<file path="src/rtl/uart_rx_fifo_pkg.sv">
// Shared UART receive-path constants and capture FSM encoding.
// Imported by the interface, the FIFO top and the bench.
package uart_rx_fifo_pkg;

  localparam int DATA_W = 8;

  typedef enum logic {
    IDLE = 1'b0,
    ACK  = 1'b1
  } rx_state_e;

endpackage

</file>
<file path="src/rtl/uart_rx_fifo_if.sv">
// Receiver-side and consumer-side signals of the UART RX FIFO.
// The master modport is the environment; slave is the FIFO block.
interface uart_rx_fifo_if #(
  parameter int ADDR_W = 4
);
  import uart_rx_fifo_pkg::*;

  logic [DATA_W-1:0] rx_data;
  logic              rx_rdy;
  logic              rx_rdy_clr;
  logic              rd_en;
  logic [DATA_W-1:0] rd_data;
  logic              rd_valid;
  logic              empty;
  logic              full;
  logic [ADDR_W:0]   count;
  logic              overrun;
  logic              overrun_clr;

  modport master (
    output rx_data, rx_rdy, rd_en, overrun_clr,
    input  rx_rdy_clr, rd_data, rd_valid,
    input  empty, full, count, overrun
  );

  modport slave (
    input  rx_data, rx_rdy, rd_en, overrun_clr,
    output rx_rdy_clr, rd_data, rd_valid,
    output empty, full, count, overrun
  );

endinterface

</file>
<file path="src/rtl/uart_rx_fifo_sync_fifo.sv">
// Single-clock FIFO with wrap-bit pointers and a registered read port.
// Flags come only from registers, so rd_en/wr_en never reach them.
module sync_fifo #(
  parameter int DEPTH  = 16,
  parameter int ADDR_W = 4,
  parameter int W      = 8
) (
  input  logic          clk,
  input  logic          rst,
  input  logic          wr_en,
  input  logic [W-1:0]  wr_data,
  input  logic          rd_en,
  output logic [W-1:0]  rd_data,
  output logic          rd_valid,
  output logic          empty,
  output logic          full,
  output logic [ADDR_W:0] count
);

  localparam logic [ADDR_W:0] ONE = 1;

  logic [W-1:0]    mem_q [DEPTH];
  logic [ADDR_W:0] wptr_q, wptr_d;
  logic [ADDR_W:0] rptr_q, rptr_d;
  logic [ADDR_W:0] cnt_q, cnt_d;
  logic [W-1:0]    rdat_q, rdat_d;
  logic            rv_q, rv_d;
  logic            wr_ok, rd_ok;

  assign empty = (wptr_q == rptr_q);
  assign full  = (wptr_q[ADDR_W] != rptr_q[ADDR_W]) &&
                 (wptr_q[ADDR_W-1:0] == rptr_q[ADDR_W-1:0]);

  // Both gates use the pre-edge flags: a same-edge read never frees a slot.
  assign wr_ok = wr_en & ~full;
  assign rd_ok = rd_en & ~empty;

  always_comb begin
    wptr_d = wptr_q;
    rptr_d = rptr_q;
    cnt_d  = cnt_q;
    rdat_d = rdat_q;
    rv_d   = rd_ok;
    if (wr_ok) wptr_d = wptr_q + ONE;
    if (rd_ok) begin
      rptr_d = rptr_q + ONE;
      rdat_d = mem_q[rptr_q[ADDR_W-1:0]];
    end
    unique case ({wr_ok, rd_ok})
      2'b10:   cnt_d = cnt_q + ONE;
      2'b01:   cnt_d = cnt_q - ONE;
      default: cnt_d = cnt_q;
    endcase
  end

  always_ff @(posedge clk) begin
    if (rst) begin
      wptr_q <= '0;
      rptr_q <= '0;
      cnt_q  <= '0;
      rdat_q <= '0;
      rv_q   <= 1'b0;
    end else begin
      wptr_q <= wptr_d;
      rptr_q <= rptr_d;
      cnt_q  <= cnt_d;
      rdat_q <= rdat_d;
      rv_q   <= rv_d;
    end
  end

  always_ff @(posedge clk) begin
    if (wr_ok) mem_q[wptr_q[ADDR_W-1:0]] <= wr_data;
  end

  assign rd_data  = rdat_q;
  assign rd_valid = rv_q;
  assign count    = cnt_q;

endmodule

</file>
<file path="src/rtl/uart_rx_fifo.sv">
// UART receive buffer: captures each receiver byte once, acknowledges it,
// and queues it in a sync_fifo; dropped bytes raise a sticky overrun.
module uart_rx_fifo
  import uart_rx_fifo_pkg::*;
#(
  parameter int DEPTH  = 16,
  parameter int ADDR_W = 4
) (
  input logic clk,
  input logic rst,
  uart_rx_fifo_if.slave bus
);

  rx_state_e state_q, state_d;
  logic      ovr_q, ovr_d;
  logic      cap;
  logic      wr_en;
  logic      drop;

  // Capture only from IDLE, so a byte held across ACK is written once.
  always_comb begin
    state_d = state_q;
    cap     = 1'b0;
    unique case (state_q)
      IDLE: begin
        if (bus.rx_rdy) begin
          cap     = 1'b1;
          state_d = ACK;
        end
      end
      ACK: begin
        if (!bus.rx_rdy) state_d = IDLE;
      end
      default: state_d = IDLE;
    endcase
  end

  assign wr_en = cap & ~bus.full;
  assign drop  = cap & bus.full;

  always_comb begin
    ovr_d = ovr_q;
    if (drop)                 ovr_d = 1'b1;
    else if (bus.overrun_clr) ovr_d = 1'b0;
  end

  always_ff @(posedge clk) begin
    if (rst) begin
      state_q <= IDLE;
      ovr_q   <= 1'b0;
    end else begin
      state_q <= state_d;
      ovr_q   <= ovr_d;
    end
  end

  assign bus.rx_rdy_clr = (state_q == ACK);
  assign bus.overrun    = ovr_q;

  sync_fifo #(
    .DEPTH  (DEPTH),
    .ADDR_W (ADDR_W),
    .W      (DATA_W)
  ) u_fifo (
    .clk      (clk),
    .rst      (rst),
    .wr_en    (wr_en),
    .wr_data  (bus.rx_data),
    .rd_en    (bus.rd_en),
    .rd_data  (bus.rd_data),
    .rd_valid (bus.rd_valid),
    .empty    (bus.empty),
    .full     (bus.full),
    .count    (bus.count)
  );

endmodule
</file>
<file path="src/flat_wrapper.sv">
// flat-port wrapper written by rule: the top's interface ports become plain ports
module uart_rx_fifo_flat import uart_rx_fifo_pkg::*;
#(
  parameter int DEPTH  = 16,
  parameter int ADDR_W = 4
)
  (clk, rst, bus_rx_data, bus_rx_rdy, bus_rd_en, bus_overrun_clr, bus_rx_rdy_clr, bus_rd_data, bus_rd_valid, bus_empty, bus_full, bus_count, bus_overrun);
  uart_rx_fifo_if #(.ADDR_W(ADDR_W)) bus_i ();
  input logic clk;
  input logic rst;
  input wire logic [$bits(bus_i.rx_data)-1:0] bus_rx_data;
  input wire logic [$bits(bus_i.rx_rdy)-1:0] bus_rx_rdy;
  input wire logic [$bits(bus_i.rd_en)-1:0] bus_rd_en;
  input wire logic [$bits(bus_i.overrun_clr)-1:0] bus_overrun_clr;
  output wire logic [$bits(bus_i.rx_rdy_clr)-1:0] bus_rx_rdy_clr;
  output wire logic [$bits(bus_i.rd_data)-1:0] bus_rd_data;
  output wire logic [$bits(bus_i.rd_valid)-1:0] bus_rd_valid;
  output wire logic [$bits(bus_i.empty)-1:0] bus_empty;
  output wire logic [$bits(bus_i.full)-1:0] bus_full;
  output wire logic [$bits(bus_i.count)-1:0] bus_count;
  output wire logic [$bits(bus_i.overrun)-1:0] bus_overrun;
  assign bus_i.rx_data = bus_rx_data;
  assign bus_i.rx_rdy = bus_rx_rdy;
  assign bus_i.rd_en = bus_rd_en;
  assign bus_i.overrun_clr = bus_overrun_clr;
  assign bus_rx_rdy_clr = bus_i.rx_rdy_clr;
  assign bus_rd_data = bus_i.rd_data;
  assign bus_rd_valid = bus_i.rd_valid;
  assign bus_empty = bus_i.empty;
  assign bus_full = bus_i.full;
  assign bus_count = bus_i.count;
  assign bus_overrun = bus_i.overrun;
  uart_rx_fifo #(.DEPTH(DEPTH), .ADDR_W(ADDR_W)) u_core (.clk(clk), .rst(rst), .bus(bus_i));
endmodule
</file>
<file path="config.mk">
export PLATFORM = sky130hd
export DESIGN_NAME = uart_rx_fifo_flat
export DESIGN_NICKNAME = d
export VERILOG_FILES = /design/src/rtl/uart_rx_fifo_pkg.sv /design/src/rtl/uart_rx_fifo_if.sv /design/src/rtl/uart_rx_fifo_sync_fifo.sv /design/src/rtl/uart_rx_fifo.sv /design/src/flat_wrapper.sv
export SDC_FILE = /design/constraint.sdc
export NUM_CORES = 1
export LEC_CHECK = 0
export ABC_AREA = 1
export CELL_PAD_IN_SITES_DETAIL_PLACEMENT = 1
export CELL_PAD_IN_SITES_GLOBAL_PLACEMENT = 1
export CORE_ASPECT_RATIO = 1.75
export CORE_MARGIN = 10
export CORE_UTILIZATION = 37
export CTS_BUF_LIST = sky130_fd_sc_hd__clkbuf_4 sky130_fd_sc_hd__clkbuf_8
export DETAILED_ROUTE_END_ITERATION = 6
export HOLD_SLACK_MARGIN = 0.02
export PLACE_DENSITY_LB_ADDON = 0.1
export SLEW_MARGIN = 15
export SYNTH_ARGS = -nofsm -noshare
export SYNTH_HDL_FRONTEND = slang
export SYNTH_SLANG_ARGS = --single-unit
export TNS_END_PERCENT = 10
</file>
<file path="constraint.sdc">
create_clock -name clk -period 3.6 [get_ports clk]
set_clock_uncertainty 0.2 [all_clocks]
set_input_delay 0.9 -clock clk [delete_from_list [all_inputs] [get_ports clk]]
set_output_delay 0.9 -clock clk [all_outputs]
set_load 0.02 [all_outputs]
</file>
==> metrics, run 1 <==
die height 199 µm; Hold Crit Class flop to flop; largest net degree at the start of global routing 66; wire length per cell 18.8 µm; chip width 122 µm; RR Endpoint u_core.u_fifo.count[4]; Crit path max-delay family buffers and inverters; Initial Utilization 37.6%; mapped cell area 6750 µm²; WHS Endpoint u_core.bus.overrun; share of the synthesized area in the top cell type 56.9%; Syn. warnings 0; core area 18,000 µm²; I/O Pins 31; Reg2Reg Setup Slack 0.73 ns; max cap viols 0; Register Area 4370 µm²; period utilization 92.1%; cts hold-fix bufs 0; Finished Cell Area 7850 µm²; FP Rows 65; # H-tree levels 4; Num CTS Buffers 17; critical path's slowest cell clkdlybuf4s50_1; CP peak stage delay 0.60 ns; Worst Tran Pin Value 0.825 ns; vias in the first global route 5,199; first-pass GRT wire length 29,300 µm; initial drt markers 181; fin. max-slew vios 0; count of final setup violators 0; initial antenna violation count 0; Diodes inserted 0; cells on worst reg2reg path 16; Synth area leader edfxtp_1; register area share after synthesis 64.6%; Max Clk Rate 302 MHz; VDD IR max 0.284 mV; clock-pin slew on the worst setup and hold paths 0.08 ns; Power Dens Cells 515 nW/µm²; final cell count without fillers 995; Post-Place Cell Area 7450 µm²; P_leak 3.28 nW; Root Driver clkbuf_8; Distinct cells, synth 24; cells after synthesis 695; crit path capture type output port; syn_area_per_cell 9.71 µm²; multi-input logic area 1880 µm²; # nets final 771; Hold Startpoint u_core.bus.overrun; vias per inst 4.83; Design Power 4.04 mW; share of layout cells above drive strength 1 9.33%; dpl hpwl 12,900 µm; worst endpoint required time 2.50 ns; largest cells by area after synthesis edfxtp_1, nand2_1, dfxtp_1; CTS tree built; # fillers 2,064; Fin. Hold Viols 0; Worst setup SP type flop; post-route setup slack 0.284 ns; hold depth 2; Area Overhead vs Synth 16.3%; Setup Crit Path Kind flop to output port; crit path cell chain buf_4 > inv_1 > nand2_1 > nand2_1 > nor2_2 > nand3_2 > inv_1 > clkdlybuf4s50_1; total nets after synthesis 718; Buf/Inv on CP 4; GPL Wtd Cong 0.830; Clk Latency, worst-skew pair 0.45 ns; relative slew slack 44.8%; placed insts 963; FF-to-FF Start u_core.u_fifo.rptr_q[1]; total track usage 16.2%; clk buf depth 2; post_cts resized 0; Crit Path Max Fanout 14; final setup TNS 0 ns; pre-CTS setup slack 0.314 ns; Pre-Repair DR Iteration Count 4; DR DRC count 0; Post-Route WL 18,700 µm; vias post-DR 4,803; total gr overflow 0; DIE AREA 24,300 µm²; IO Port Bufs 30; status finished clean; clock sinks 154; final antenna-violating net count 0; min cycle time layout 3.32 ns; RSZ-0062 raised after global routing no; Yosys reg bits 154; Setup Buffers After CTS 0; WP data arrival 2.22 ns
power by group:
part / switching [mW] / internal (mW)
Clock: 0.676 / 0.636
Sequential: 0.0442 / 1.98
Combinational: 0.465 / 0.239
Total: 1.19 / 2.85
flip-flops by register name, summed over array words and instances, names as in the netlist:
name and count:
u_core.bus.overrun 1, u_core.u_fifo.count 5, u_core.bus.rx_rdy_clr 1, u_core.u_fifo.rptr_q 5
u_core.u_fifo.rd_data 8, u_core.u_fifo.mem_q 128, u_core.u_fifo.wptr_q 5, u_core.u_fifo.rd_valid 1
worst reg2reg max path, stage by stage (launching register included):
cell and delay [ns]:
dfxtp_1 0.31, buf_4 0.23, inv_1 0.10, nand2_1 0.07, nand2_1 0.07, nor2_2 0.16, nand3_2 0.16, nand2_2 0.11
inv_1 0.08, ha_1 0.27, fa_1 0.44, nand2_1 0.09, nand2_1 0.05, a21oi_1 0.14, xor2_1 0.16, nand2_1 0.07
a21oi_1 0.11
cell usage in the layout, fill, tap and decap left out, drive strengths merged:
cell	netlist	final
nand2	157	157
edfxtp	128	128
nor2	109	109
inv	99	101
nand3	68	68
o21ai	39	39
buf	17	32
clkdlybuf4s50	0	29
dfxtp	26	26
clkbuf	11	18
a21oi	17	17
ha	9	9
xor2	8	8
clkinv	1	8
xnor2	4	4
clkinvlp	0	3
bufinv	0	2
nand3b	1	1
fa	1	1
dlymetal6s2s	0	1
how the worst max path moves through the flow:
stage	cells after the start	start	to	slack, ns
global placement	12	bus_rx_rdy	u_core.u_fifo.count[4]	0.30
CTS	7	u_core.u_fifo.rptr_q[2]	bus_full	0.1
finish	8	u_core.u_fifo.rptr_q[1]	bus_empty	0.28
global route	8	u_core.u_fifo.rptr_q[1]	bus_empty	0.11
detailed placement	12	bus_rx_rdy	u_core.u_fifo.count[4]	0.31
floorplan	11	bus_rx_rdy	u_core.u_fifo.count[4]	0.80
routing by layer:
layer | part of all wire, % | up-vias | global-route usage, %
li1 | - | 2342 | -
met1 | 40 | 2383 | 17.4
met2 | 55 | 50 | 29.7
met3 | 1.7 | 28 | 2.47
met4 | 3.3 | 0 | 7.84
met5 | 0 | - | 0
cell families after synthesis:
kind of cell / count (synthesis) / share of synthesized area (%)
adder cells (fa/ha/maj): 10 / 1.96
buffers and inverters: 128 / 7.56
flip-flops: 154 / 64.6
AND/OR/NAND/NOR: 335 / 20.1
AO/OA/AOI/OAI: 56 / 4.15
XOR/XNOR: 12 / 1.56
synthesized netlist by cell type:
cell type / n
fa_1: 1
nand3_1: 67
xor2_1: 8
edfxtp_1: 128
a21oi_1: 17
inv_2: 3
xnor2_1: 4
o21ai_1: 2
ha_1: 9
buf_2: 9
clkbuf_1: 11
buf_4: 3
nand3_2: 1
nand2_1: 155
buf_6: 1
dfxtp_1: 26
nor2_2: 1
o21ai_0: 37
nand2_2: 2
inv_1: 96
clkinv_1: 1
nand3b_1: 1
nor2_1: 108
buf_1: 4
through the flow:
step	utilization, %	hold slack [ns]
after global placement	41.5	0.255
after floorplan	-	0.265
after detailed placement	41.5	0.269
final	43.7	0.282
after CTS	43.6	0.285
after global routing	43.7	0.325
final cells by class:
| class | instances | share of cell area, % |
|---|---|---|
| clock inverters | 14 | 1.87 |
| well taps | 234 | 3.73 |
| repair buffers | 62 | 6.92 |
| flip-flops and latches | 154 | 55.6 |
| multi-input cells | 413 | 23.9 |
| inverters | 100 | 4.78 |
| clock buffers | 18 | 3.16 |
(Power assumes the default switching activity.)
==> run 2, diff against run 1 <==
CORE_MARGIN = unset   (was 10)
==> run 2 against run 1 <==
First-iteration DRC count shrank 6.1%. Final cell count grew 0.40%. Register-to-register slack hardly changed. Wire length hardly changed. Sequential power about the same. Maximum frequency down 0.96%.
==> metrics, run 2 (same netlist as run 1, synthesis figures left out) <==
IO Port Bufs 30 (unchanged); FP Rows 65 (unchanged); Area Overhead vs Synth 17.8%; vias post-DR 4,855 (+1.1%); cts hold-fix bufs 0 (unchanged); first-pass GRT wire length 29,300 µm (-0.19%); P_leak 3.31 nW (+1.0%); GPL Wtd Cong 0.820 (-1.2%); pre-CTS setup slack 0.331 ns (+0.0165 ns); crit path capture type output port; count of final setup violators 0 (unchanged); commonest non-fill, non-tap cell in the layout nand2_1; # H-tree levels 4 (unchanged); Clk Latency, worst-skew pair 0.45 ns (about the same); min cycle time layout 3.35 ns (+0.0320 ns); RSZ-0062 raised after global routing no; Num CTS Buffers 17 (unchanged); WP data arrival 2.25 ns (+0.03 ns); wire length per cell 18.7 µm (-0.47%); Post-Route WL 18,700 µm (about the same); Post-Place Cell Area 7460 µm² (+0.10%); final setup TNS 0 ns (unchanged); Finished Cell Area 7950 µm² (+1.3%); vias in the first global route 5,237 (+0.73%); Root Driver clkbuf_8; period utilization 93.0% (+0.89 points); CTS tree built; commonest non-fill, non-tap cells in the layout nand2_1, edfxtp_1, nor2_1, inv_1, nand3_1; total track usage 21.2% (+5.0 points); final antenna-violating net count 0 (unchanged); clock sinks 154 (unchanged); crit path cell chain inv_1 > nand2_1 > nand2_1 > nor2_2 > nand3b_1 > inv_1 > clkdlybuf4s50_1; initial antenna violation count 0 (unchanged); post-route setup slack 0.252 ns (-0.0320 ns); die height 181 µm (-9.1%); Pre-Repair DR Iteration Count 4 (unchanged); total gr overflow 0 (unchanged); critical path's slowest cell clkdlybuf4s50_1; share of layout cells above drive strength 1 10.2% (+0.87 points); DR DRC count 0 (unchanged); status finished clean; vias per inst 4.86 (+0.68%); Diodes inserted 0 (unchanged); clk buf depth 2 (unchanged); Initial Utilization 37.6% (unchanged); Max Clk Rate 299 MHz (-0.96%); Core Util, Final 44.3% (+0.58 points); final cell count without fillers 999 (+0.40%); fin. max-slew vios 0 (unchanged); dpl hpwl 12,700 µm (-1.7%); Fin. Hold Viols 0 (unchanged); Worst setup SP type flop; worst endpoint required time 2.50 ns (about the same); relative slew slack 54.7% (+9.9 points); clock-pin slew on the worst setup and hold paths 0.08 ns (about the same); core area 18,000 µm² (unchanged); Hold Crit Class flop to flop; initial drt markers 170 (-6.1%); max FFs per register 128 (unchanged); Setup Crit Path Kind flop to output port; chip width 104 µm (-15%); DIE AREA 18,800 µm² (-22%); max cap viols 0 (unchanged); Power Dens Cells 535 nW/µm² (+4.0%); Worst Tran Pin Value 0.677 ns (-0.148 ns); # nets final 775 (+0.52%); placed insts 964 (+0.10%); VDD IR max 0.248 mV (-13%); I/O Pins 31 (unchanged); CP peak stage delay 0.60 ns (about the same); largest net degree at the start of global routing 66 (unchanged); Crit Path Max Fanout 6 (-8)
run 2: cell types whose count changed in the layout (fill, tap and decap cells not counted), sizes merged:
| cell | previous run | this run |
|---|---|---|
| clkinv | 8 | 4 |
| buf | 32 | 36 |
| clkdlybuf4s50 | 29 | 30 |
| clkbuf | 18 | 19 |
| dlymetal6s2s | 1 | 0 |
| bufinv | 2 | 5 |
run 2: power by group:
| group | total, mW | switching (mW) | leakage [nW] | internal (mW) |
|---|---|---|---|---|
| combinational | 0.701 | 0.462 | 1.71 | 0.239 |
| clock | 1.53 | 0.673 | 0.228 | 0.859 |
| sequential | 2.02 | 0.0448 | 1.37 | 1.98 |
run 2: per-layer routing:
metal  global-route usage (%)  up-vias  wire length [µm]
met5                        0        -                 0
met1                     22.9     2416              7320
met4                     10.0        0               577
met2                     40.3       62             10400
li1                         -     2351                 -
met3                     2.78       26               343
run 2: final cells by class:
type | instances | area [µm²]
fill | 2078 | 10000
sequential | 154 | 4370
multi-input combinational | 413 | 1880
timing repair buffer | 66 | 571
inverter | 100 | 375
tap | 234 | 293
clock buffer | 19 | 255
clock inverter | 13 | 215
run 2: path summary, 6_finish.rpt:
check | to | slack [ns] | start | cells past startpoint
min | u_core.bus.overrun | 0.27 | u_core.bus.overrun | 2
min reg2reg | u_core.bus.overrun | 0.27 | u_core.bus.overrun | 2
max | bus_full | 0.25 | u_core.u_fifo.wptr_q[1] | 7
max reg2reg | u_core.u_fifo.count[4] | 0.72 | u_core.u_fifo.wptr_q[1] | 15
run 2: metrics by stage:
| stage | hold WS [ns] | power, mW |
|---|---|---|
| CTS | 0.275 | 4.30 |
| floorplan | 0.265 | 2.48 |
| detailed placement | 0.261 | 2.77 |
| global placement | 0.252 | 2.76 |
| finish | 0.268 | 4.26 |
| global route | 0.300 | 4.44 |
run 2: critical path: cells and delay by family, from the launching register on:
| kind | cells | cell delay [ns] |
|---|---|---|
| buffers and inverters | 3 | 0.85 |
| flip-flops | 1 | 0.44 |
| AND/OR/NAND/NOR | 4 | 0.51 |
run 2: what timing repair did:
item,CTS,global route
hold endpoints to repair,0,0
setup buffers,0,3
endpoints found under the setup margin,0,1
gates resized for setup,0,2
